==> config.mk <==
export PLATFORM = sky130hd
export DESIGN_NAME = phase_sequencer_flat
export DESIGN_NICKNAME = d
export VERILOG_FILES = /design/src/rtl/phase_sequencer_if.sv /design/src/rtl/phase_sequencer.sv /design/src/flat_wrapper.sv
export SDC_FILE = /design/constraint.sdc
export NUM_CORES = 1
export LEC_CHECK = 0
export ABC_AREA = 1
export CAP_MARGIN = 25
export CORE_MARGIN = 3
export CORE_UTILIZATION = 53
export CTS_CLUSTER_DIAMETER = 30
export DETAILED_ROUTE_END_ITERATION = 7
export PLACE_DENSITY = 0.78
export SLEW_MARGIN = 20
export SYNTH_ARGS = -nofsm -noshare
export SYNTH_HDL_FRONTEND = slang
export SYNTH_SLANG_ARGS = --single-unit
==> constraint.sdc <==
create_clock -name clock -period 1.8 [get_ports clock]
set_input_delay 0.18 -clock clock [delete_from_list [all_inputs] [get_ports clock]]
set_output_delay 0.18 -clock clock [all_outputs]
set_load 0.05 [all_outputs]
==> src/rtl/phase_sequencer_if.sv <==
// Handshake bundle between the exec/decode side and the phase sequencer.
// The bench/controller side uses master; the sequencer itself uses slave.
interface phase_sequencer_if;
  logic        exec_n;
  logic        halt_req;
  logic [2:0]  phase;
  logic        running;
  logic        halt;
  logic [15:0] instr_count;

  modport master (
    output exec_n,
    output halt_req,
    input  phase,
    input  running,
    input  halt,
    input  instr_count
  );

  modport slave (
    input  exec_n,
    input  halt_req,
    output phase,
    output running,
    output halt,
    output instr_count
  );
endinterface

==> src/rtl/phase_sequencer.sv <==
// Debounced exec pushbutton driving a five-phase instruction sequencer (IDLE/RUN/HALTED).
// Optional single-step input port step_mode is added when PHASE_SEQUENCER_STEP_MODE_EN is defined.
module phase_sequencer #(
  parameter int unsigned DEBOUNCE_CYCLES = 4
) (
  input  logic clock,
  input  logic reset,
`ifdef PHASE_SEQUENCER_STEP_MODE_EN
  input  logic step_mode,
`endif
  phase_sequencer_if.slave bus
);

  typedef enum logic [1:0] {
    IDLE   = 2'd0,
    RUN    = 2'd1,
    HALTED = 2'd2
  } state_t;

  localparam logic [7:0] DB_LAST    = 8'(DEBOUNCE_CYCLES - 1);
  localparam logic [2:0] LAST_PHASE = 3'd4;
  localparam logic [2:0] HALT_PHASE = 3'd2;

  logic        sync_p0;
  logic        sync_p1;
  logic        level;
  logic [7:0]  db_cnt;
  logic        press;
  logic        step_sel;

  state_t      state;
  logic [2:0]  phase_q;
  logic        running_q;
  logic        halt_q;
  logic [15:0] count_q;
  logic        stop_pending;
  logic        halt_pending;
  logic        step_once;

  // Phase advance; anything outside 0..3 folds back to 0 so 5..7 can never appear.
  function automatic logic [2:0] next_phase(input logic [2:0] p);
    if (p >= LAST_PHASE) begin
      return 3'd0;
    end
    return 3'(p + 3'd1);
  endfunction

`ifdef PHASE_SEQUENCER_STEP_MODE_EN
  assign step_sel = step_mode;
`else
  assign step_sel = 1'b0;
`endif

  // Stage p0/p1: two-flop synchronizer for the asynchronous button.
  always_ff @(posedge clock or posedge reset) begin
    if (reset) begin
      sync_p0 <= 1'b1;
      sync_p1 <= 1'b1;
    end else begin
      sync_p0 <= bus.exec_n;
      sync_p1 <= sync_p0;
    end
  end

  // Debounce: count consecutive clocks the synchronized level differs from the accepted one.
  always_ff @(posedge clock or posedge reset) begin
    if (reset) begin
      level  <= 1'b1;
      db_cnt <= 8'd0;
    end else if (sync_p1 == level) begin
      db_cnt <= 8'd0;
    end else if (db_cnt == DB_LAST) begin
      level  <= sync_p1;
      db_cnt <= 8'd0;
    end else begin
      db_cnt <= db_cnt + 8'd1;
    end
  end

  // Press fires on the same clock the accepted level falls from 1 to 0.
  assign press = level & ~sync_p1 & (db_cnt == DB_LAST);

  // Sequencer: a stop or halt request only takes effect at the 4->0 wrap.
  always_ff @(posedge clock or posedge reset) begin
    if (reset) begin
      state        <= IDLE;
      phase_q      <= 3'd0;
      running_q    <= 1'b0;
      halt_q       <= 1'b0;
      count_q      <= 16'd0;
      stop_pending <= 1'b0;
      halt_pending <= 1'b0;
      step_once    <= 1'b0;
    end else begin
      halt_q <= 1'b0;
      unique case (state)
        IDLE, HALTED: begin
          phase_q <= 3'd0;
          if (press) begin
            state     <= RUN;
            running_q <= 1'b1;
            step_once <= (state == IDLE) & step_sel;
          end
        end
        RUN: begin
          if (phase_q == LAST_PHASE) begin
            phase_q      <= 3'd0;
            count_q      <= count_q + 16'd1;
            halt_pending <= 1'b0;
            step_once    <= 1'b0;
            stop_pending <= 1'b0;
            if (halt_pending) begin
              state     <= HALTED;
              running_q <= 1'b0;
              halt_q    <= 1'b1;
            end else if (stop_pending | step_once) begin
              state     <= IDLE;
              running_q <= 1'b0;
            end else begin
              // A press landing on the wrap belongs to the instruction that starts now.
              stop_pending <= press;
            end
          end else begin
            phase_q <= next_phase(phase_q);
            if (press) begin
              stop_pending <= 1'b1;
            end
            if ((phase_q == HALT_PHASE) && bus.halt_req) begin
              halt_pending <= 1'b1;
            end
          end
        end
        default: begin
          state     <= IDLE;
          phase_q   <= 3'd0;
          running_q <= 1'b0;
        end
      endcase
    end
  end

  assign bus.phase       = phase_q;
  assign bus.running     = running_q;
  assign bus.halt        = halt_q;
  assign bus.instr_count = count_q;

endmodule

==> src/flat_wrapper.sv <==
// flat-port wrapper written by rule: the top's interface ports become plain ports
module phase_sequencer_flat 
#(
  parameter int unsigned DEBOUNCE_CYCLES = 4
)
  (clock, reset, bus_exec_n, bus_halt_req, bus_phase, bus_running, bus_halt, bus_instr_count);
  phase_sequencer_if bus_i ();
  input  logic clock;
  input  logic reset;
  input wire logic [$bits(bus_i.exec_n)-1:0] bus_exec_n;
  input wire logic [$bits(bus_i.halt_req)-1:0] bus_halt_req;
  output wire logic [$bits(bus_i.phase)-1:0] bus_phase;
  output wire logic [$bits(bus_i.running)-1:0] bus_running;
  output wire logic [$bits(bus_i.halt)-1:0] bus_halt;
  output wire logic [$bits(bus_i.instr_count)-1:0] bus_instr_count;
  assign bus_i.exec_n = bus_exec_n;
  assign bus_i.halt_req = bus_halt_req;
  assign bus_phase = bus_i.phase;
  assign bus_running = bus_i.running;
  assign bus_halt = bus_i.halt;
  assign bus_instr_count = bus_i.instr_count;
  phase_sequencer #(.DEBOUNCE_CYCLES(DEBOUNCE_CYCLES)) u_core (.clock(clock), .reset(reset), .bus(bus_i));
endmodule
== Word level (Yosys, flattened, before mapping) ==
Cells that the tools add are included.
Operators by class
  add/sub/neg operators: 3
  reductions and logical operators: 12
  magnitude comparators: 1
  bitwise gates (word level): 5
  equal/unequal tests: 9
  mux-type cells: 30
Operators with widths (number)
  two-way mux 1 bit: 17
  adder 16 x 1 -> 16 bit, second input constant: 1
  two-way mux 8 bit: 2
  two-way mux 3 bit: 4
  adder 8 x 1 -> 8 bit, second input constant: 1
  equality test 8 x 2 -> 1 bit, second input constant: 1
  two-way mux 2 bit: 4
  AND reduction 2 bit: 4
  AND reduction 3 bit: 2
  nonzero test 2 bit: 3
  != test 2 x 1 -> 1 bit, second input constant: 2
  one-hot mux 1 bit (2 select lines): 2
  one-hot mux 2 bit (2 select lines): 1
  adder 3 x 1 -> 3 bit, second input constant: 1
  equality test 3 x 2 -> 1 bit, second input constant: 1
  equality test 3 bit, second input constant: 1
  greater-or-equal comparator 3 bit, second input constant: 1
  != test 3 x 1 -> 1 bit, second input constant: 1
  bitwise AND 1 bit: 2
  equality test 2 x 1 -> 1 bit, second input constant: 1
  equality test 2 bit, second input constant: 1
  logical NOT 2 bit: 1
  inverter 1 bit: 2
  OR reduction 2 bit: 1
  other kinds (3): 3
Word-level totals
  logic and storage cells: 72
  register bits: 37

== Longest topological paths before layout ==
  depth in word-level cells: 7
  mapped depth: 11
  depth with buffers taken out: 11

== Least setup slack after synthesis ==
OpenSTA, ideal clock, no wires.
  kind: reg-to-reg
  start: register u_core.phase_q[0] (netlist: u_core.bus.phase[0])
  end: register u_core.count_q[10] (netlist: u_core.bus.instr_count[10])
  setup slack: 159 ps
  data arrival time: 1528 ps
  cell stages (with the launch flop): 12
  setup time: 113 ps
  data required time: 1687 ps
  cells stage by stage: dfrtp_1 -> inv_1 -> ha_1 -> nand2_2 -> inv_2 -> nand3_2 -> inv_2 -> nand2_1 -> nor2_2 -> nand2_1 -> nand2_1 -> inv_1
On the way
  word-level cells in the longest chain between the ends: 2
RTL lines
  start, declared: line phase_sequencer.sv:32  | logic [2:0] phase_q;
  start signal, assigned: line phase_sequencer.sv:124  | phase_q <= next_phase(phase_q);
  equality test 3 bit: line phase_sequencer.sv:106  | if (phase_q == LAST_PHASE) begin
  AND reduction 2 bit (no source line)
  end signal, assigned: line phase_sequencer.sv:108  | count_q <= count_q + 16'd1;
  end, declared: line phase_sequencer.sv:35  | logic [15:0] count_q;
No other way between the ends.
A chain may end at the register's enable or synchronous reset.

== Worst setup path after layout ==
  start: register u_core.count_q[14] (netlist: u_core.bus.instr_count[14])
  end: output port bus_instr_count[14]
RTL lines
  end, declared: line flat_wrapper.sv:15  | output wire logic [$bits(bus_i.instr_count)-1:0] bus_instr_count;
No word-level cell between the ends.

==> flow_metrics.tcl <==
set metrics [dict create \
    status "finished clean" \
    grt_setup_unrepaired "false" \
    synth_most_common_cell "nand2_1" \
    grt_pass1_wl_mm 5.30 \
    reg2reg_slack_ns 0.31 \
    synth_warnings 0 \
    core_sq_um 3100 \
    hold_buffers 0 \
    hold_path_class "in -> async" \
    fillCellCount 286 \
    synth_edf_count 0 \
    h-tree-depth 2 \
    setup_viol 0 \
    finalHoldViolCount 0 \
    slew_violations 0 \
    synth_area_per_cell_sq_um 8.64 \
    pre_cts_ws_ns 0.317 \
    routedWlPerCell_um 11.2 \
    synth_cell_types 26 \
    synth_largest_area_cell "dfrtp_1" \
    use_met3 0.0535 \
    fin_tns_setup_ns 0 \
    root_buffer "clkbuf_4" \
    critPathCapture "bus_instr_count[14]" \
    clkTransAtPathRegs_ns 0.11 \
    via_per_inst 4.86 \
    cp_num_buf_inv 1 \
    initial_core_util 0.563 \
    p_leak_nw 1.18 \
    synth.cells.most_frequent "nand2_1, dfrtp_1, inv_1" \
    end_kind "output pin" \
    cp-startpoint "u_core.bus.instr_count[14]" \
    path_delay_family "buffers and inverters" \
    grt_busiest_layer "met2" \
    ys_seq_area_frac 0.504 \
    cp_slowest_cell "clkdlybuf4s50_1" \
    arrival_ns 1.57 \
    cts_num_sinks 35 \
    cap_viol_max_count 0 \
    gr-usage-met2 0.266 \
    utilization 0.674 \
    p_per_area_nw_per_um2 815 \
    grt.total_usage 0.171 \
    async_reset_ff_frac 1.00 \
    layout_worst_path_cycle_share 0.971 \
    min_period_ns 1.75 \
    cp.depth 1 \
    synth_top_area_share 0.459 \
    synth_cells 202 \
    worst-path-max-fanout 4 \
    first_global_vias 1236 \
    layout-drive-gt1-share 0.141 \
    drtPass1Iterations 4 \
    synthTopCellsByArea "dfrtp_1, nand2_1, inv_1" \
    fin_cells 278 \
    area_delta_synth_final_pct 19.8 \
    r2r-start "u_core.bus.phase[0]" \
    worstPathRequired_ns 1.62 \
    setup_slack_ns 0.0513 \
    fmax_mhz 572 \
    port-buffer-count 24 \
    grt-ovfl-total 0 \
    hold_ws_ns 0.219 \
    cts_buffer_depth 2 \
    met1_usage 0.216 \
    layout.nets 243 \
    tightestPinTransition_ns 0.501 \
    cts_tree "done" \
    routed_wl_mm 3.12 \
    cp_cell_sequence "clkdlybuf4s50_1" \
    r2r-end "u_core.bus.instr_count[11]" \
    insertion_delay_ns 0.34 \
    ir_worst_vdd_mv 0.621 \
    cts_buffers 5 \
    vias 1350 \
    cp-start-kind "flip-flop" \
    gp_congestion 0.755 \
    dieWidth_um 63.4 \
    num_io_pins 25 \
    chipHeight_um 63.4 \
    antenna_found_initial 0 \
    synth_seq_cells 35 \
    row_count 20 \
    slew_headroom 0.666 \
    hpwl_mm 2.24 \
    grt_start_max_net_pins 36 \
    die-area_sq_um 4020 \
    syn_area_sq_um 1750 \
    drtAntennaViolNets 0 \
    drt_iter0_drc 44 \
    stdcell_area_sq_um 2090 \
    synth_fp_nets 212 \
    finalPower_mw 1.70 \
    crit_type "reg -> out" \
    dp.cells 270 \
    remaining_drc_errors 0 \
    num_antenna_cells 0 \
    skew_ns 0.0120 \
    synthFlopType "dfrtp_1" \
    crit_path_max_incr_delay_ns 0.83 \
    r2r_cells 9 \
    place_area_sq_um 2030 \
]
## final cells by class
class / instances / area, sq um / area share
clock buffer: 8 / 48.8 / 0.0233
inverter: 37 / 139 / 0.0664
multi-input combinational: 129 / 723 / 0.346
sequential: 35 / 880 / 0.421
tap: 44 / 55.1 / 0.0263
timing repair buffer: 25 / 245 / 0.117
## sequential cells by signal, indices dropped and copies added (netlist names)
signal / cells
u_core.bus.instr_count: 16
u_core.db_cnt: 8
u_core.bus.phase: 3
u_core.bus.halt: 1
u_core.bus.running: 1
u_core.halt_pending: 1
u_core.level: 1
u_core.state: 1
u_core.stop_pending: 1
u_core.sync_p0: 1
u_core.sync_p1: 1
## where the power goes
group          leakage (nW)  switching, mW  internal (mW)
sequential            0.469         0.0534          0.861
clock                0.0265          0.253          0.156
combinational         0.680          0.255          0.126
## placed cells by master (no fill, tap or decap), types with 2 or more instances in the layout
master	count
dlygate4sd2_1	6
nand3_2	2
xnor2_1	5
nor2_4	3
dlymetal6s2s_1	6
clkbuf_1	3
o21ai_1	5
ha_1	6
nand4_1	5
inv_2	6
dfstp_2	3
clkdlybuf4s50_1	8
nor2_1	19
nand2_2	3
a21oi_1	4
inv_1	31
xor2_1	4
o21ai_0	4
nand3_1	12
dfrtp_1	32
buf_4	5
nor3_1	5
nand2_1	44
clkbuf_4	5
nor2_2	2
## layer usage
| layer | routed length (um) | up-vias |
|---|---|---|
| li1 | - | 695 |
| met1 | 1520 | 625 |
| met2 | 1400 | 25 |
| met3 | 145 | 5 |
| met4 | 57 | 0 |
| met5 | 0 | - |
## kinds of logic (layout without fill, tap and decap cells)
logic type | count (synthesis) | count (layout) | synth area share
and+or+nand+nor | 100 | 100 | 0.285
buffers and inverters | 38 | 70 | 0.0817
DFF | 35 | 35 | 0.504
AOI/OAI and AO/OA | 14 | 14 | 0.0416
xor gates and xnor gates | 9 | 9 | 0.0452
adders and majority gates | 6 | 6 | 0.0430
## what timing repair did
action,4_1_cts,5_1_grt
setup buffers,0,0
setup endpoints to repair,6,6
cloned,0,0
resized for setup,6,6
## how the worst min path moves through the flow
stage                        start                   endpoint  slack [ns]  cells past startpoint
floorplan               bus_exec_n             u_core.sync_p0        0.18                      0
global placement    u_core.sync_p0             u_core.sync_p1        0.35                      0
detailed placement  u_core.sync_p0             u_core.sync_p1        0.35                      0
CTS                          reset  u_core.bus.instr_count[2]        0.22                      3
global route            bus_exec_n             u_core.sync_p0        0.22                      1
finish                       reset  u_core.bus.instr_count[2]        0.22                      3
No activity file was read; power rests on OpenSTA's default activity.
